==> config.mk <==
export PLATFORM = sky130hd
export DESIGN_NAME = adc_async_fill_mux_flat
export DESIGN_NICKNAME = d
export VERILOG_FILES = /design/src/rtl/adc_async_pkg.sv /design/src/rtl/adc_async_fill_mux_if.sv /design/src/rtl/async_up_counter.sv /design/src/rtl/adc_async_fill_mux.sv /design/src/flat_wrapper.sv
export SDC_FILE = /design/constraint.sdc
export NUM_CORES = 1
export LEC_CHECK = 0
export CORE_ASPECT_RATIO = 1.25
export CORE_MARGIN = 2
export CORE_UTILIZATION = 44
export CTS_CLUSTER_SIZE = 24
export DETAILED_ROUTE_END_ITERATION = 8
export PLACE_DENSITY = 0.8
export SLEW_MARGIN = 15
export SYNTH_ARGS = -nofsm -noshare
export SYNTH_HDL_FRONTEND = slang
export SYNTH_SLANG_ARGS = --single-unit
==> constraint.sdc <==
create_clock -name adc_clk -period 3.2 [get_ports adc_clk]
set_input_delay 0.8 -clock adc_clk [delete_from_list [all_inputs] [get_ports adc_clk]]
set_output_delay 0.8 -clock adc_clk [all_outputs]
set_load 0.05 [all_outputs]
==> src/rtl/adc_async_pkg.sv <==
// Shared constants for the ASYNC acquisition word builder: tag codes, header field
// offsets and the ADC data lane packing helper.
package adc_async_pkg;

    localparam int unsigned TagW      = 4;
    localparam int unsigned PayloadW  = 128;
    localparam int unsigned WordW     = TagW + PayloadW;
    localparam int unsigned LaneW     = 16;
    localparam int unsigned FillNumW  = 24;
    localparam int unsigned BurstAdrW = 23;

    localparam logic [TagW-1:0] TagDat     = 4'h0;
    localparam logic [TagW-1:0] TagFillHdr = 4'h1;
    localparam logic [TagW-1:0] TagWfHdr   = 4'h2;
    localparam logic [TagW-1:0] TagChksum  = 4'h3;

    // Fill header field LSBs
    localparam int unsigned FhFillNumLsb  = 0;
    localparam int unsigned FhFillNumMsb  = 23;
    localparam int unsigned FhNumBurstLsb = 24;
    localparam int unsigned FhNumBurstMsb = 46;
    localparam int unsigned FhChanLsb     = 47;
    localparam int unsigned FhChanMsb     = 58;
    localparam int unsigned FhTypeLsb     = 59;
    localparam int unsigned FhTypeMsb     = 60;
    localparam int unsigned FhAlarmLsb    = 61;
    localparam int unsigned FhAlarmMsb    = 64;

    // Waveform header field LSBs
    localparam int unsigned WhWfNumLsb    = 0;
    localparam int unsigned WhWfNumMsb    = 22;
    localparam int unsigned WhStartAdrLsb = 23;
    localparam int unsigned WhStartAdrMsb = 45;
    localparam int unsigned WhNumBurstLsb = 46;
    localparam int unsigned WhNumBurstMsb = 56;
    localparam int unsigned WhPreTrigLsb  = 57;
    localparam int unsigned WhPreTrigMsb  = 68;
    localparam int unsigned WhChanLsb     = 69;
    localparam int unsigned WhChanMsb     = 80;

    // One 26-bit sample pair {ovrB,ovrA,sampleB,sampleA} -> {laneB, laneA}
    function automatic logic [2*LaneW-1:0] pack_pair(input logic [25:0] d);
        logic [LaneW-1:0] lane_a;
        logic [LaneW-1:0] lane_b;
        lane_a = {d[24], 3'b000, d[11:0]};
        lane_b = {d[25], 3'b000, d[23:12]};
        return {lane_b, lane_a};
    endfunction

endpackage

==> src/rtl/adc_async_fill_mux_if.sv <==
// Bus bundle between the ASYNC sequencer / circular-buffer readout and the word builder.
interface adc_async_fill_mux_if;

    logic [25:0]  dat3_;
    logic [25:0]  dat2_;
    logic [25:0]  dat1_;
    logic [25:0]  dat0_;
    logic [11:0]  channel_tag;
    logic [1:0]   fill_type;
    logic [22:0]  num_fill_bursts;
    logic [22:0]  waveform_start_adr;
    logic [22:0]  current_waveform_num;
    logic [10:0]  async_num_bursts;
    logic [11:0]  async_pre_trig;
    logic [3:0]   xadc_alarms;
    logic         select_dat;
    logic         select_fill_hdr;
    logic         select_waveform_hdr;
    logic         select_checksum;
    logic         checksum_init;
    logic         checksum_update;
    logic [23:0]  initial_fill_num;
    logic         fill_init;
    logic         fill_en;
    logic         burst_adr_init;
    logic         burst_adr_en;
    logic [131:0] adc_acq_out_dat;
    logic [23:0]  fill_num;
    logic [22:0]  burst_adr;

    modport master (
        output dat3_, dat2_, dat1_, dat0_, channel_tag, fill_type, num_fill_bursts,
               waveform_start_adr, current_waveform_num, async_num_bursts, async_pre_trig,
               xadc_alarms, select_dat, select_fill_hdr, select_waveform_hdr, select_checksum,
               checksum_init, checksum_update, initial_fill_num, fill_init, fill_en,
               burst_adr_init, burst_adr_en,
        input  adc_acq_out_dat, fill_num, burst_adr
    );

    modport slave (
        input  dat3_, dat2_, dat1_, dat0_, channel_tag, fill_type, num_fill_bursts,
               waveform_start_adr, current_waveform_num, async_num_bursts, async_pre_trig,
               xadc_alarms, select_dat, select_fill_hdr, select_waveform_hdr, select_checksum,
               checksum_init, checksum_update, initial_fill_num, fill_init, fill_en,
               burst_adr_init, burst_adr_en,
        output adc_acq_out_dat, fill_num, burst_adr
    );

endinterface

==> src/rtl/async_up_counter.sv <==
// Loadable wrap-around up counter; load has priority over enable.
module async_up_counter #(
    parameter int unsigned       Width    = 24,
    parameter logic [Width-1:0]  ResetVal = '0
) (
    input  logic             clk_i,
    input  logic             rst_ni,
    input  logic             load_i,
    input  logic [Width-1:0] load_val_i,
    input  logic             en_i,
    output logic [Width-1:0] cnt_o
);

    logic [Width-1:0] cnt_d;
    logic [Width-1:0] cnt_q;

    always_comb begin
        cnt_d = cnt_q;
        if (load_i) begin
            cnt_d = load_val_i;
        end else if (en_i) begin
            cnt_d = cnt_q + Width'(1);
        end
    end

    always_ff @(posedge clk_i or negedge rst_ni) begin
        if (!rst_ni) begin
            cnt_q <= ResetVal;
        end else begin
            cnt_q <= cnt_d;
        end
    end

    assign cnt_o = cnt_q;

endmodule

==> src/rtl/adc_async_fill_mux.sv <==
// Builds the 132-bit tagged words (data, fill header, waveform header, checksum) written
// to the DDR3 input FIFO, and owns the fill-number and burst-address counters.
module adc_async_fill_mux
    import adc_async_pkg::*;
(
    input logic                 adc_clk,
    input logic                 reset_clk_adc,
    adc_async_fill_mux_if.slave bus
);

    logic [WordW-1:0]     out_d;
    logic [WordW-1:0]     out_q;
    logic [PayloadW-1:0]  csum_d;
    logic [PayloadW-1:0]  csum_q;
    logic [PayloadW-1:0]  dat_payload;
    logic [PayloadW-1:0]  fill_hdr;
    logic [PayloadW-1:0]  wf_hdr;
    logic [FillNumW-1:0]  fill_num;
    logic [BurstAdrW-1:0] burst_adr;

    async_up_counter #(
        .Width    (FillNumW),
        .ResetVal ('0)
    ) u_fill_cnt (
        .clk_i      (adc_clk),
        .rst_ni     (reset_clk_adc),
        .load_i     (bus.fill_init),
        .load_val_i (bus.initial_fill_num),
        .en_i       (bus.fill_en),
        .cnt_o      (fill_num)
    );

    async_up_counter #(
        .Width    (BurstAdrW),
        .ResetVal (BurstAdrW'(1))
    ) u_burst_cnt (
        .clk_i      (adc_clk),
        .rst_ni     (reset_clk_adc),
        .load_i     (bus.burst_adr_init),
        .load_val_i (BurstAdrW'(1)),
        .en_i       (bus.burst_adr_en),
        .cnt_o      (burst_adr)
    );

    always_comb begin
        dat_payload = {pack_pair(bus.dat3_), pack_pair(bus.dat2_),
                       pack_pair(bus.dat1_), pack_pair(bus.dat0_)};

        fill_hdr = '0;
        fill_hdr[FhFillNumMsb:FhFillNumLsb]   = fill_num;
        fill_hdr[FhNumBurstMsb:FhNumBurstLsb] = bus.num_fill_bursts;
        fill_hdr[FhChanMsb:FhChanLsb]         = bus.channel_tag;
        fill_hdr[FhTypeMsb:FhTypeLsb]         = bus.fill_type;
        fill_hdr[FhAlarmMsb:FhAlarmLsb]       = bus.xadc_alarms;

        wf_hdr = '0;
        wf_hdr[WhWfNumMsb:WhWfNumLsb]         = bus.current_waveform_num;
        wf_hdr[WhStartAdrMsb:WhStartAdrLsb]   = bus.waveform_start_adr;
        wf_hdr[WhNumBurstMsb:WhNumBurstLsb]   = bus.async_num_bursts;
        wf_hdr[WhPreTrigMsb:WhPreTrigLsb]     = bus.async_pre_trig;
        wf_hdr[WhChanMsb:WhChanLsb]           = bus.channel_tag;
    end

    // No select asserted: the output word is held.
    always_comb begin
        out_d = out_q;
        if (bus.select_checksum) begin
            out_d = {TagChksum, csum_q};
        end else if (bus.select_fill_hdr) begin
            out_d = {TagFillHdr, fill_hdr};
        end else if (bus.select_waveform_hdr) begin
            out_d = {TagWfHdr, wf_hdr};
        end else if (bus.select_dat) begin
            out_d = {TagDat, dat_payload};
        end
    end

    // Accumulates the word currently on the output, not the one being selected.
    always_comb begin
        csum_d = csum_q;
        if (bus.checksum_init) begin
            csum_d = '0;
        end else if (bus.checksum_update) begin
            csum_d = csum_q ^ out_q[PayloadW-1:0];
        end
    end

    always_ff @(posedge adc_clk or negedge reset_clk_adc) begin
        if (!reset_clk_adc) begin
            out_q  <= '0;
            csum_q <= '0;
        end else begin
            out_q  <= out_d;
            csum_q <= csum_d;
        end
    end

    assign bus.adc_acq_out_dat = out_q;
    assign bus.fill_num        = fill_num;
    assign bus.burst_adr       = burst_adr;

endmodule

==> src/flat_wrapper.sv <==
// flat-port wrapper written by rule: the top's interface ports become plain ports
module adc_async_fill_mux_flat import adc_async_pkg::*;
  (adc_clk, reset_clk_adc, bus_dat3_, bus_dat2_, bus_dat1_, bus_dat0_, bus_channel_tag, bus_fill_type, bus_num_fill_bursts, bus_waveform_start_adr, bus_current_waveform_num, bus_async_num_bursts, bus_async_pre_trig, bus_xadc_alarms, bus_select_dat, bus_select_fill_hdr, bus_select_waveform_hdr, bus_select_checksum, bus_checksum_init, bus_checksum_update, bus_initial_fill_num, bus_fill_init, bus_fill_en, bus_burst_adr_init, bus_burst_adr_en, bus_adc_acq_out_dat, bus_fill_num, bus_burst_adr);
  adc_async_fill_mux_if bus_i ();
  input logic adc_clk;
  input logic reset_clk_adc;
  input wire logic [$bits(bus_i.dat3_)-1:0] bus_dat3_;
  input wire logic [$bits(bus_i.dat2_)-1:0] bus_dat2_;
  input wire logic [$bits(bus_i.dat1_)-1:0] bus_dat1_;
  input wire logic [$bits(bus_i.dat0_)-1:0] bus_dat0_;
  input wire logic [$bits(bus_i.channel_tag)-1:0] bus_channel_tag;
  input wire logic [$bits(bus_i.fill_type)-1:0] bus_fill_type;
  input wire logic [$bits(bus_i.num_fill_bursts)-1:0] bus_num_fill_bursts;
  input wire logic [$bits(bus_i.waveform_start_adr)-1:0] bus_waveform_start_adr;
  input wire logic [$bits(bus_i.current_waveform_num)-1:0] bus_current_waveform_num;
  input wire logic [$bits(bus_i.async_num_bursts)-1:0] bus_async_num_bursts;
  input wire logic [$bits(bus_i.async_pre_trig)-1:0] bus_async_pre_trig;
  input wire logic [$bits(bus_i.xadc_alarms)-1:0] bus_xadc_alarms;
  input wire logic [$bits(bus_i.select_dat)-1:0] bus_select_dat;
  input wire logic [$bits(bus_i.select_fill_hdr)-1:0] bus_select_fill_hdr;
  input wire logic [$bits(bus_i.select_waveform_hdr)-1:0] bus_select_waveform_hdr;
  input wire logic [$bits(bus_i.select_checksum)-1:0] bus_select_checksum;
  input wire logic [$bits(bus_i.checksum_init)-1:0] bus_checksum_init;
  input wire logic [$bits(bus_i.checksum_update)-1:0] bus_checksum_update;
  input wire logic [$bits(bus_i.initial_fill_num)-1:0] bus_initial_fill_num;
  input wire logic [$bits(bus_i.fill_init)-1:0] bus_fill_init;
  input wire logic [$bits(bus_i.fill_en)-1:0] bus_fill_en;
  input wire logic [$bits(bus_i.burst_adr_init)-1:0] bus_burst_adr_init;
  input wire logic [$bits(bus_i.burst_adr_en)-1:0] bus_burst_adr_en;
  output wire logic [$bits(bus_i.adc_acq_out_dat)-1:0] bus_adc_acq_out_dat;
  output wire logic [$bits(bus_i.fill_num)-1:0] bus_fill_num;
  output wire logic [$bits(bus_i.burst_adr)-1:0] bus_burst_adr;
  assign bus_i.dat3_ = bus_dat3_;
  assign bus_i.dat2_ = bus_dat2_;
  assign bus_i.dat1_ = bus_dat1_;
  assign bus_i.dat0_ = bus_dat0_;
  assign bus_i.channel_tag = bus_channel_tag;
  assign bus_i.fill_type = bus_fill_type;
  assign bus_i.num_fill_bursts = bus_num_fill_bursts;
  assign bus_i.waveform_start_adr = bus_waveform_start_adr;
  assign bus_i.current_waveform_num = bus_current_waveform_num;
  assign bus_i.async_num_bursts = bus_async_num_bursts;
  assign bus_i.async_pre_trig = bus_async_pre_trig;
  assign bus_i.xadc_alarms = bus_xadc_alarms;
  assign bus_i.select_dat = bus_select_dat;
  assign bus_i.select_fill_hdr = bus_select_fill_hdr;
  assign bus_i.select_waveform_hdr = bus_select_waveform_hdr;
  assign bus_i.select_checksum = bus_select_checksum;
  assign bus_i.checksum_init = bus_checksum_init;
  assign bus_i.checksum_update = bus_checksum_update;
  assign bus_i.initial_fill_num = bus_initial_fill_num;
  assign bus_i.fill_init = bus_fill_init;
  assign bus_i.fill_en = bus_fill_en;
  assign bus_i.burst_adr_init = bus_burst_adr_init;
  assign bus_i.burst_adr_en = bus_burst_adr_en;
  assign bus_adc_acq_out_dat = bus_i.adc_acq_out_dat;
  assign bus_fill_num = bus_i.fill_num;
  assign bus_burst_adr = bus_i.burst_adr;
  adc_async_fill_mux u_core (.adc_clk(adc_clk), .reset_clk_adc(reset_clk_adc), .bus(bus_i));
endmodule
### Word level (Yosys, flattened, before mapping)

Cells that the tools add are included.

* add/subtract/negate cells: 2
* muxes and demuxes: 10
* bitwise gates (word level): 1
* reduce and logical (&&, ||, !) cells: 4

Operators by type and width (count)
* $mux 132: 4
* $mux 128: 2
* $xor 128x128->128: 1
* $mux 24: 2
* $mux 23: 2
* $add 24x1->24 const B: 1
* $add 23x1->23 const B: 1
* $reduce_bool 2->1: 3
* $reduce_bool 4->1: 1

* register bits: 307

### Logic depth before layout (Yosys ltp)

Gate-level depths: netlist of the first run.

* depth in word-level cells: 4
* gate-level depth with buffers: 7
* depth with buffers taken out: 5

### Modules after synthesis

From an unflattened synthesis of the first run, not the netlist that was laid out.

* cells, all modules: 1618
* area total of the unflattened synthesis: 15108.2 µm²

Modules (own cells, without submodules)
* adc_async_fill_mux: times used 1, cells each 1314, area an instance 12440.7 µm²
* async_up_counter at u_core.u_fill_cnt: times used 1, cells each 154, area an instance 1355.0 µm²
* async_up_counter at u_core.u_burst_cnt: times used 1, cells each 150, area an instance 1312.5 µm²

### Least setup slack after synthesis of the first run

No wires, ideal clock.

* path kind: input port to flip-flop
* start point: in bus_fill_en
* end point: reg u_core.u_fill_cnt.cnt_q[20] (netlist: u_core.u_fill_cnt.cnt_o[20])
* data arrival time: 2.318 ns
* data required time: 3.118 ns
* setup slack: 0.800 ns
* stages on the path: 5
* path buffers: 1
* cells stage by stage: clkbuf_1 > nand4_1 > or4_4 > or4_1 > a31oi_1

* word-level cells in the longest chain between the ends: 1

RTL lines
* start: declaration: RTL line flat_wrapper.sv:27 `input wire logic [$bits(bus_i.fill_en)-1:0] bus_fill_en;`
* $reduce_bool 2->1 (no source line)
* end signal: assignment: RTL line async_up_counter.sv:28 `cnt_q <= ResetVal;`
* end signal: assignment: RTL line async_up_counter.sv:30 `cnt_q <= cnt_d;`
* end: declaration: RTL line async_up_counter.sv:15 `logic [Width-1:0] cnt_q;`

No other way between the ends.
A chain may end at the register's enable or synchronous reset.

### Worst setup path in the final report of the first run

* start point: reg u_core.u_fill_cnt.cnt_q[12] (netlist: u_core.u_fill_cnt.cnt_o[12])
* end point: out bus_fill_num[12]

RTL lines
* end: declaration: RTL line flat_wrapper.sv:31 `output wire logic [$bits(bus_i.fill_num)-1:0] bus_fill_num;`

No word-level cell between the ends.

==> results of run 1 <==
[registers in the layout, summed over array words and instances, names as in the netlist]
register,cells
u_core.u_fill_cnt.cnt_o,24
u_core.u_burst_cnt.cnt_o,23
u_core.bus.adc_acq_out_dat,130
u_core.csum_q,128
[power breakdown]
group / internal, uW / switching (uW) / leakage (uW)
combinational: 921 / 1410 / 0.00453
sequential: 4150 / 282 / 0.00406
clock: 2540 / 1560 / 0.000578
[cell usage after synthesis (7+ instances only)]
cell | count | area (um^2)
nand3_1 | 16 | 80.1
a221oi_1 | 13 | 114
a22o_1 | 9 | 78.8
a21oi_1 | 50 | 250
nand2_1 | 316 | 1190
a221o_1 | 12 | 120
nor2_1 | 221 | 830
clkbuf_1 | 101 | 379
nand4_1 | 16 | 100
nor3_1 | 8 | 40.0
nor2b_1 | 7 | 43.8
xor2_1 | 137 | 1200
o31ai_1 | 7 | 52.6
mux2i_1 | 111 | 1110
mux2_2 | 16 | 180
or3_1 | 8 | 50.1
nor4_1 | 10 | 62.6
o21ai_0 | 169 | 846
or4_1 | 9 | 67.6
buf_1 | 8 | 30.0
xnor2_1 | 15 | 131
dfrtp_1 | 304 | 7610
a22oi_1 | 15 | 113
[cell type report]
type                    instances  area [um^2]
diodes                          2         5.00
clock buffers                  51         1070
clock inverters                 6          111
fillers                      2733        12700
inverters                       6         22.5
multi-input cells            1192         6910
flip-flops and latches        305         7630
well taps                     423          529
repair buffers                457         4630
[worst max-delay path by stage]
stage | slack [ns] | start | cells after the start | endpoint
final | 0.41 | u_core.u_fill_cnt.cnt_o[12] | 1 | bus_fill_num[12]
after global routing | 0.38 | u_core.u_fill_cnt.cnt_o[12] | 1 | bus_fill_num[12]
after CTS | 0.39 | u_core.u_fill_cnt.cnt_o[12] | 1 | bus_fill_num[12]
after detailed placement | 0.47 | bus_burst_adr_en | 5 | u_core.u_burst_cnt.cnt_o[17]
after global placement | 0.50 | bus_burst_adr_en | 5 | u_core.u_burst_cnt.cnt_o[17]
after floorplan | 0.80 | bus_fill_en | 5 | u_core.u_fill_cnt.cnt_o[20]
[logic make-up after synthesis]
family | count (synthesis) | share of synthesized area, %
and+or+nand+nor | 622 | 17.1
DFF | 305 | 50.9
other | 1 | 0.0250
muxes | 127 | 8.61
xor gates and xnor gates | 152 | 8.88
adders and majority gates | 2 | 0.167
buffers and inverters | 122 | 3.15
AOI/OAI and AO/OA | 287 | 11.1
[layer usage]
| metal | wire, um | part of all wire (%) | up-vias | track usage (%) |
|---|---|---|---|---|
| li1 | - | - | 6192 | - |
| met1 | 17900 | 39 | 6490 | 30.8 |
| met2 | 23000 | 50 | 465 | 44.4 |
| met3 | 3110 | 6.7 | 120 | 5.82 |
| met4 | 2310 | 5.0 | 2 | 12.5 |
| met5 | 13 | 0.028 | - | 0 |
[stage by stage]
stage,std cells,setup WS [ns],instance area [um^2],total power [uW]
after global placement,2383,0.503,19700,6770
after global routing,2442,0.376,20900,11300
after floorplan,1619,0.800,15000,5750
after CTS,2440,0.393,20900,10900
after detailed placement,2383,0.470,19700,6820
final,2442,0.409,20900,10900
==> results.sh, run 1 <==
export IMPL_relSlewSlack_pct=28.5
export IMPL_via_per_inst=5.43
export IMPL_drt_first_pass_iters=5
export IMPL_postCtsSetupBuffers=0
export IMPL_cp_num_buf_inv=1
export IMPL_vias=13300
export IMPL_whs_ns=0.305
export IMPL_worst_slew_pin_slew_ns=1.07
export IMPL_dieHeight_um=210
export IMPL_cts_tree="yes"
export IMPL_critPathTopFamily="buffers and inverters"
export IMPL_port_buffers=426
export IMPL_r2r_cells=4
export IMPL_async_flop_share_pct=100
export IMPL_period_share_pct=87.2
export IMPL_syn_inst=1618
export IMPL_post_cts_resize_count=0
export IMPL_drive_gt1_share_pct=5.65
export IMPL_start_util_pct=44.6
export IMPL_cts_htree_levels=2
export IMPL_status="finished clean"
export IMPL_crit_path_max_fanout=8
export IMPL_r2r_end="u_core.u_fill_cnt.cnt_o[23]"
export IMPL_clk_latency_ns=0.51
export IMPL_max_cap_violations=0
export IMPL_drt_iter0_drc=899
export IMPL_grt_max_degree=129
export IMPL_drc=0
export IMPL_synth_edf_count=0
export IMPL_place_hpwl_um=31900
export IMPL_cts_root_buf="clkbuf_16"
export IMPL_min_period_ns=2.79
export IMPL_final_antenna_net_count=0
export IMPL_cts_buffer_depth=3
export IMPL_row_count=75
export IMPL_cts_hold_buf=0
export IMPL_syn_area_per_cell_um2=9.27
export IMPL_track_usage_pct=25.9
export IMPL_dieArea_mm2=0.0356
export IMPL_cellLeakagePower_uw=0.00916
export IMPL_syn_cell_area_mm2=0.0150
export IMPL_gp_congestion=0.905
export IMPL_worst_path_max_delay_cell="clkdlybuf4s50_1"
export IMPL_crit_chain="clkdlybuf4s50_1"
export IMPL_max_freq_mhz=358
export IMPL_tns_ns=0
export IMPL_rrSetupSlack_ns=1.08
export IMPL_hp_class="primary input to async pin"
export IMPL_synth_cell_types=45
export IMPL_final_cell_mix="420 x clkdlybuf4s50_1, 315 x nand2_1, 304 x dfrtp_1, 221 x nor2_1, 169 x o21ai_0"
export IMPL_rsz0062_at_grt="false"
export IMPL_route_detailed_wl_per_inst_um=19.0
export IMPL_yosysWarnings=0
export IMPL_clkTransAtPathRegs_ns=0.06
export IMPL_cts_made_buffers=34
export IMPL_rr_startpoint="u_core.u_fill_cnt.cnt_o[6]"
export IMPL_final_common_cell="clkdlybuf4s50_1"
export IMPL_cp_end_kind="output port"
export IMPL_seq_area_frac_synth_pct=50.9
export IMPL_start_kind="flop"
export IMPL_grt_pass1_vias=13700
export IMPL_final_setup_viol_count=0
export IMPL_cp_data_required_time_ns=2.40
export IMPL_synth_ff_latch_count=305
export IMPL_arrival_ns=1.99
export IMPL_cts_sinks=305
export IMPL_grt_pass1_wl_um=73700
export IMPL_synth_flop_cell="dfrtp_1"
export IMPL_power_density_mw_per_mm2=519
export IMPL_crit_type="flop to output port"
export IMPL_peakVddDrop_mv=0.356
export IMPL_ios=429
export IMPL_finalHoldViolations=0
export IMPL_drv_slew=0
export IMPL_antenna_found_initial=3
export IMPL_die_x_um=169
export IMPL_clock_skew_ns=0.0146
export IMPL_slowest_delay_ns=0.88
export IMPL_final_util_pct=62.2
export IMPL_grt_ovfl_total=0
export IMPL_wl_um=46300
export IMPL_layout_area_overhead_vs_synth_pct=39.5
export IMPL_final_nets=2248
export IMPL_core_area_mm2=0.0336
No activity file was read; power rests on OpenSTA's default activity.
==> inputs of run 2 (changes only) <==
--- a/config.mk
+++ b/config.mk
@@ -5,11 +5,13 @@
 export SDC_FILE = /design/constraint.sdc
 export NUM_CORES = 1
 export LEC_CHECK = 0
+export ABC_CLOCK_PERIOD_IN_PS = 3200
 export CORE_ASPECT_RATIO = 1.25
 export CORE_MARGIN = 2
 export CORE_UTILIZATION = 44
 export CTS_CLUSTER_SIZE = 24
 export DETAILED_ROUTE_END_ITERATION = 8
+export GPL_TIMING_DRIVEN = 0
 export PLACE_DENSITY = 0.8
 export SLEW_MARGIN = 15
 export SYNTH_ARGS = -nofsm -noshare
==> run 2 against run 1 <==
Global-route usage increased by 1.9 points. Combinational power increased by 3%. Die area unchanged. Largest power group unchanged. Register-to-register slack got worse by 0.45 ns. Maximum frequency decreased by 5.2%. Critical path type is now primary input to flop. Cell count increased by 3.3%.
==> results.sh, run 2 (same netlist as run 1, synthesis figures left out) <==
export IMPL_wl_um=50000
export IMPL_arrival_ns=3.44
export IMPL_power_frac_comb_pct=22.7
export IMPL_vias=13900
export IMPL_cts_buffer_depth=3
export IMPL_power_switching_uw=3270
export IMPL_cts_root_buf="clkbuf_16"
export IMPL_antenna_found_initial=3
export IMPL_min_period_ns=2.95
export IMPL_cp_data_required_time_ns=3.69
export IMPL_status="finished clean"
export IMPL_r2r_cells=5
export IMPL_m1WireLength_um=19200
export IMPL_port_buffers=419
export IMPL_drive_gt1_share_pct=4.15
export IMPL_final_antenna_net_count=0
export IMPL_start_util_pct=44.6
export IMPL_crit_type="primary input to flop"
export IMPL_rr_startpoint="u_core.u_fill_cnt.cnt_o[0]"
export IMPL_internal_power_uw=7250
export IMPL_period_share_pct=92.0
export IMPL_place_hpwl_um=37000
export IMPL_grt_max_degree=103
export IMPL_placed_area_mm2=0.0198
export IMPL_dieArea_mm2=0.0356
export IMPL_core_area_mm2=0.0336
export IMPL_clkTransAtPathRegs_ns=0.06
export IMPL_drc=0
export IMPL_route_detailed_wl_per_inst_um=19.8
export IMPL_drt_first_pass_iters=7
export IMPL_grt_pass1_vias=14400
export IMPL_finalHoldViolations=0
export IMPL_drv_slew=0
export IMPL_cts_sinks=305
export IMPL_critPathTopFamily="buffers and inverters"
export IMPL_clock_skew_ns=0.0225
export IMPL_cellLeakagePower_uw=0.00908
export IMPL_path_common_cell="clkbuf_1"
export IMPL_cp_num_buf_inv=4
export IMPL_wl_met3_um=3280
export IMPL_fin_area_mm2=0.0209
export IMPL_ios=429
export IMPL_largest_reg_flops=130
export IMPL_cts_tree="yes"
export IMPL_wl_met2_um=25100
export IMPL_p_clk_share_pct=35.3
export IMPL_crit_path_max_fanout=10
export IMPL_max_cap_violations=0
export IMPL_layout_area_overhead_vs_synth_pct=39.2
export IMPL_r2r_end="u_core.u_fill_cnt.cnt_o[16]"
export IMPL_critPathLaunch="bus_select_checksum"
export IMPL_worst_path_max_delay_cell="clkbuf_1"
export IMPL_dieHeight_um=210
export IMPL_swShare_pct=31.1
export IMPL_via_per_inst=5.51
export IMPL_num_fill_cells=2799
export IMPL_final_cell_mix="418 x clkdlybuf4s50_1, 316 x nand2_1, 304 x dfrtp_1, 221 x nor2_1, 169 x o21ai_0"
export IMPL_power_frac_seq_pct=42.0
export IMPL_rsz0062_at_grt="false"
export IMPL_track_usage_pct=27.8
export IMPL_row_count=75
export IMPL_grt_ovfl_total=0
export IMPL_hp_class="primary input to async pin"
export IMPL_start_kind="primary input"
export IMPL_top_layer="met5"
export IMPL_max_freq_mhz=340
export IMPL_power_density_mw_per_mm2=504
export IMPL_cp_end_kind="flop"
export IMPL_die_x_um=169
export IMPL_power_uw=10500
export IMPL_final_common_cell="clkdlybuf4s50_1"
export IMPL_crit_chain="clkdlybuf4s50_1, clkbuf_1, clkbuf_1, clkbuf_1, a221oi_1, nor2_1"
export IMPL_cts_made_buffers=30
export IMPL_drt_iter0_drc=976
export IMPL_worst_slew_pin_slew_ns=1.06
export IMPL_cts_htree_levels=1
export IMPL_final_nets=2325
export IMPL_relSlewSlack_pct=28.9
export IMPL_slowest_delay_ns=0.67
export IMPL_peakVddDrop_mv=0.320
export IMPL_gp_congestion=0.917
export IMPL_grt_pass1_wl_um=78600
export IMPL_clk_latency_ns=0.56
export IMPL_final_setup_viol_count=0
export IMPL_rrSetupSlack_ns=0.63
-- run 2: worst max path at each step --
stage	endpoint	cells past startpoint
final	u_core.bus.adc_acq_out_dat[73]	6
after global placement	u_core.csum_q[90]	1
after floorplan	u_core.u_fill_cnt.cnt_o[20]	5
after CTS	u_core.bus.adc_acq_out_dat[0]	7
after global routing	u_core.bus.adc_acq_out_dat[51]	8
after detailed placement	u_core.bus.adc_acq_out_dat[0]	7
-- run 2: repair_timing --
action | 4_1_cts | 5_1_grt
buffers inserted | 0 | 0
setup endpoints to repair | 14 | 2
resized for setup | 1 | 2
hold buffers | 0 | 0
-- run 2: metal layers --
| metal | vias up | GRT usage, % |
|---|---|---|
| met5 | - | 0 |
| met4 | 2 | 11.8 |
| met3 | 145 | 4.73 |
| met2 | 561 | 48.8 |
| met1 | 6837 | 33.7 |
| li1 | 6344 | - |
-- run 2: layout make-up --
| type | instances | area, um^2 | area share, % |
|---|---|---|---|
| Sequential cell | 305 | 7630 | 36.6 |
| Multi-Input combinational cell | 1192 | 6900 | 33.1 |
| Timing Repair Buffer | 422 | 4280 | 20.5 |
| Clock buffer | 44 | 905 | 4.34 |
| Tap cell | 423 | 529 | 2.54 |
| Buffer | 116 | 452 | 2.17 |
| Clock inverter | 12 | 135 | 0.648 |
| Inverter | 6 | 22.5 | 0.108 |
| Antenna cell | 2 | 5.00 | 0.0240 |
-- run 2: metrics by stage --
step	hold WS (ns)	utilization, %	setup slack [ns]	setup TNS (ns)	instances
detailed placement	0.496	59.0	-0.817	-31.83	2464
finish	0.161	62.1	0.255	0	2522
global placement	0.472	58.7	-11.69	-3590.31	2461
floorplan	0.494	-	0.800	0	1619
CTS	0.166	62.1	0.0642	0	2520
global route	0.175	62.1	0.0795	0	2522
-- run 2: power groups by stage --
stage	Clock [uW]	Sequential (uW)	Combinational [uW]
2_1_floorplan	0	5050	696
3_3_place_gp	0	4460	2330
3_5_place_dp	0	4480	2380
4_1_cts	3770	4410	2400
5_1_grt	3920	4450	2540
6_report	3720	4420	2390
-- run 2: worst reg2reg max path, delay by kind of cell (launching register included) --
| kind | cells | cell delay, ns |
|---|---|---|
| simple gates | 2 | 1.16 |
| fa+ha+maj | 1 | 0.39 |
| compound gates | 2 | 0.35 |
| flops | 1 | 0.56 |
==> variant 1, RTL diff (settings of run 1) <==
Make the reset (`reset_clk_adc` and `rst_ni`) synchronous in 2 clocked blocks. Comments in the files are not updated.
--- a/src/rtl/async_up_counter.sv
+++ b/src/rtl/async_up_counter.sv
@@ -23,7 +23,7 @@
         end
     end
 
-    always_ff @(posedge clk_i or negedge rst_ni) begin
+    always_ff @(posedge clk_i) begin
         if (!rst_ni) begin
             cnt_q <= ResetVal;
         end else begin
--- a/src/rtl/adc_async_fill_mux.sv
+++ b/src/rtl/adc_async_fill_mux.sv
@@ -85,7 +85,7 @@
         end
     end
 
-    always_ff @(posedge adc_clk or negedge reset_clk_adc) begin
+    always_ff @(posedge adc_clk) begin
         if (!reset_clk_adc) begin
             out_q  <= '0;
             csum_q <= '0;
Formal check against the unedited RTL: differs if reset_clk_adc is asserted again (counterexample within 4 cycles, from zero or initial values and one cycle with reset_clk_adc low); with reset_clk_adc held inactive, the same outputs for 4 cycles.
==> variant 1 against run 1 <==
Worst setup slack worse by 15 ps; power is 15% lower; die area is 8.0% lower; worst hold slack better by 160 ps; area after synthesis is 8.2% lower; final area is 7.1% lower; sequential cell count stayed put; final cell count is 0.37% higher; clock skew is 7.8 ps lower; wire length is 2.4% lower; critical path type unchanged; largest cell class is now multi-input combinational cells.
==> variant 1: results (changes against run 1) <==
- Status: completed (unchanged)
- Complex-gate fraction of the synthesized area: 15.5% (was 11.1%)
- Clock Skews: 6.80 ps (was 14.6 ps)
- Cts bufs inserted: 31 (was 34)
- Synth Area in Adders: 0.182% (was 0.167%)
- Post-synthesis mux area share: 9.28% (was 8.61%)
- Hold crit path type: flop to flop (was input pin to asynchronous set/reset pin)
- Cells after Synth: 1659 (was 1618)
- GRT Util Overall: 26.6% (was 25.9%)
- Post-synthesis xor/xnor area fraction: 9.61% (was 8.88%)
- Worst path max stage delay: 900 ps (was 880 ps)
- First-iteration detailed-routing DRC count: 815 (was 899)
- Fill cell count: 2567 (was 2733)
- Inst Count DP: 2393 (was 2383)
- Ys async rst share: 0% (was 100%)
- First-pass GRT wire length: 70300 um (was 73700 um)
- Leakage: 7.17 nW (was 9.16 nW)
- Fin nets: 2271 (was 2248)
- Normalized max-slew margin: 21.6% (was 28.5%)
- Crit path DAT: 2010 ps (was 1990 ps)
- H-tree levels: 1 (was 2)
- GR Util met3: 5.96% (was 5.82%)
- Worst setup startpoint: u_core.u_fill_cnt.cnt_o[6] (was u_core.u_fill_cnt.cnt_o[12])
- Clk Latency, worst-skew pair: 560 ps (was 510 ps)
- Share of cells above drive strength 1: 5.78% (was 5.65%)
- Worst r2r src: u_core.u_fill_cnt.cnt_o[12] (was u_core.u_fill_cnt.cnt_o[6])
- Synth area leaders: dfxtp_1, xor2_1, mux2i_1 (was dfrtp_1, xor2_1, nand2_1)
## variant 1: changes by cell type after synthesis, moves of 9 or more
| cell | delta |
|---|---|
| a221o_1 | -12 |
| o21ai_0 | +37 |
| nand2_1 | -53 |
| a31oi_1 | +19 |
| buf_2 | +14 |
| or2_2 | +10 |
| dfrtp_1 | -304 |
| a22o_1 | -9 |
| nor2_1 | -44 |
| a21oi_1 | +60 |
| dfxtp_1 | +305 |
## variant 1: layout make-up
class	count	area (um^2)	share of cell area [%]
clock inverter	11	136	0.702
inverter	8	30.0	0.155
clock buffer	46	922	4.75
timing repair buffer	455	4570	23.5
antenna	1	2.50	0.0129
sequential	305	6110	31.4
multi-input combinational	1218	7140	36.8
tap	407	509	2.62
## variant 1: cell families after synthesis
family                     after synthesis
other                                    1
AOI/OAI and AO/OA                      391
DFF                                    305
buffers and inverters                  137
and+or+nand+nor                        546
muxes                                  126
xor gates and xnor gates               151
adders and majority gates                2
## variant 1: final timing paths
check / endpoint / slack (ps) / depth (start not counted)
worst max-delay path: bus_fill_num[6] / 390 / 1
worst min-delay path: u_core.bus.adc_acq_out_dat[118] / 470 / 2
worst max register to register: u_core.u_fill_cnt.cnt_o[18] / 1130 / 4
worst min register to register: u_core.bus.adc_acq_out_dat[118] / 470 / 2
## variant 1: power by group
group          leakage [nW]  switching, W  internal (W)
clock                 0.524       0.00151       0.00222
sequential             2.48      0.000113       0.00391
combinational          4.16      0.000846      0.000645
total                  7.17       0.00247       0.00678
## variant 1: per-layer routing
layer / part of all wire, % / vias up
met5: 0 / -
li1: - / 6379
met3: 8.3 / 122
met2: 49 / 567
met1: 38 / 6270
met4: 4.5 / 0
==> variant 2, RTL diff (flow settings as in run 1) <==
Without the edit above. Take the reset off `csum_q` and load it in a clocked block of its own.
--- a/src/rtl/adc_async_fill_mux.sv
+++ b/src/rtl/adc_async_fill_mux.sv
@@ -88,11 +88,13 @@
     always_ff @(posedge adc_clk or negedge reset_clk_adc) begin
         if (!reset_clk_adc) begin
             out_q  <= '0;
-            csum_q <= '0;
         end else begin
             out_q  <= out_d;
-            csum_q <= csum_d;
         end
+    end
+
+    always_ff @(posedge adc_clk) begin
+        csum_q <= csum_d;
     end
 
     assign bus.adc_acq_out_dat = out_q;
Behaviour: no difference found for any inputs over 4 cycles, from zero or initial values and one cycle with reset_clk_adc low; that may be too few to reach the edited logic, so the function may still have changed.
==> variant 2 against run 1 <==
Area after synthesis down 5.0%; worst setup slack better by 52 ps; worst hold slack worse by 44 ps; wire length down 4.0%; sequential share of layout area down 1.5 points; sequential cell count unchanged; combinational power down 3%; critical path type unchanged; sequential power down 0.9%; power down 5.2%; global-route usage down 0.28 points; clock power down 11%; maximum frequency up 1.9%; final area down 4.6%.
==> variant 2: results (changes against run 1) <==
- Seq area share: 35.0% (was 36.5%)
- Largest net degree at the start of global routing: 90 (was 129)
- Cts bufs inserted: 31 (was 34)
- Crit path DAT: 1940 ps (was 1990 ps)
- Crit-path max FO: 4 (was 8)
- Fin nets: 2228 (was 2248)
- GR Util met3: 4.35% (was 5.82%)
- Leakage: 8.38 nW (was 9.16 nW)
- DR vias/cell: 5.31 (was 5.43)
- Switch share: 30.5% (was 29.9%)
- Final non-clock buffer share: 22.9% (was 22.1%)
- Normalized max-slew margin: 49.8% (was 28.5%)
- DP Area: 0.0189 mm^2 (was 0.0197 mm^2)
- First-iteration detailed-routing DRC count: 842 (was 899)
- Pre-CTS setup slack: 306 ps (was 470 ps)
- Post-DR wirelength/cell: 18.4 um (was 19.0 um)
- Routed WL: 44400 um (was 46300 um)
- Ys async rst share: 58.0% (was 100%)
- GRT Util Overall: 25.6% (was 25.9%)
- Cells after Synth: 1603 (was 1618)
- # clk buffers: 47 (was 51)
- Leading cell types by count after synthesis: nand2_1, nor2_1, dfrtp_1, o21ai_0, xor2_1 (was nand2_1, dfrtp_1, nor2_1, o21ai_0, xor2_1)
- Library cells used by synthesis: 46 (was 45)
- Invs w/o clock: 8 (was 6)
- Status: completed (unchanged)
- H-tree levels: 1 (was 2)
- GPL Wtd Cong: 0.887 (was 0.905)
- Pre-antenna DRT Iters: 5 (unchanged)
- Fraction of area in multi-input gates: 34.1% (was 33.0%)
- Multi-input combinational cell area: 0.00681 mm^2 (was 0.00691 mm^2)
- Worst path max stage delay: 810 ps (was 880 ps)
- Routed length on met3: 2920 um (was 3110 um)
- Share of cells above drive strength 1: 4.95% (was 5.65%)
- Clock Skews: 27.0 ps (was 14.6 ps)
- Maximum vdd drop: 0.311 mV (was 0.356 mV)
- Met1 wire length: 17400 um (was 17900 um)
- Clk Latency, worst-skew pair: 560 ps (was 510 ps)
- Fill cell count: 2656 (was 2733)
- Synth area leaders: dfrtp_1, dfxtp_1, xor2_1 (was dfrtp_1, xor2_1, nand2_1)
- Warnings from Yosys: 0 (unchanged)
- Initial antenna violation count: 2 (was 3)
- Final clock-cell share: 5.15% (was 5.64%)
- DPL Wire Length: 30700 um (was 31900 um)
- Power Dens Cells: 516 mW/mm^2 (was 519 mW/mm^2)
- Met2 Resource Use GR: 45.0% (was 44.4%)
- Vias in the first global route: 12900 (was 13700)
- First-pass GRT wire length: 68700 um (was 73700 um)
- Multi-input gates: 1180 (was 1192)
- Met2 wire length: 22400 um (was 23000 um)
- Met1 usage: 31.2% (was 30.8%)
- Area delta synth->final: 40.1% (was 39.5%)
variant 2: cell types whose count changed after synthesis, moves of 5 or more:
cell,change
nor2b_1,-5
dfrtp_1,-128
clkbuf_1,-10
nor4_1,-7
buf_1,+5
and3_1,+5
nand4_1,-5
nor2_1,+7
dfxtp_1,+128
variant 2: kinds of logic (layout without fill, tap and decap cells):
logic type | Yosys count | after routing | synth area share, %
simple gates | 616 | 616 | 17.7
flops | 305 | 305 | 49.1
compound gates | 287 | 287 | 11.8
xor+xnor | 151 | 151 | 9.29
mux | 122 | 122 | 8.70
buf+inv | 119 | 515 | 3.23
fa+ha+maj | 2 | 2 | 0.176
other cells | 1 | 3 | 0.0263
variant 2: power groups by stage:
stage / Clock (W) / Combinational [W] / Sequential, W
6_report: 0.00365 / 0.00225 / 0.00439
5_1_grt: 0.00388 / 0.00240 / 0.00443
4_1_cts: 0.00372 / 0.00227 / 0.00439
3_5_place_dp: 0 / 0.00226 / 0.00446
3_3_place_gp: 0 / 0.00222 / 0.00444
2_1_floorplan: 0 / 0.000668 / 0.00502
variant 2: final timing paths:
| path | slack, ps | to | startpoint | cells past startpoint |
|---|---|---|---|---|
| max | 460 | bus_burst_adr[0] | u_core.u_burst_cnt.cnt_o[0] | 1 |
| min | 260 | u_core.bus.adc_acq_out_dat[11] | reset_clk_adc | 1 |
| max in group asynchronous | 2110 | u_core.bus.adc_acq_out_dat[56] | reset_clk_adc | 2 |
| min reg2reg | 460 | u_core.bus.adc_acq_out_dat[99] | u_core.csum_q[99] | 2 |
| max reg2reg | 1070 | u_core.u_burst_cnt.cnt_o[18] | u_core.u_burst_cnt.cnt_o[0] | 5 |
| min in group adc_clk | 460 | u_core.bus.adc_acq_out_dat[99] | u_core.csum_q[99] | 2 |
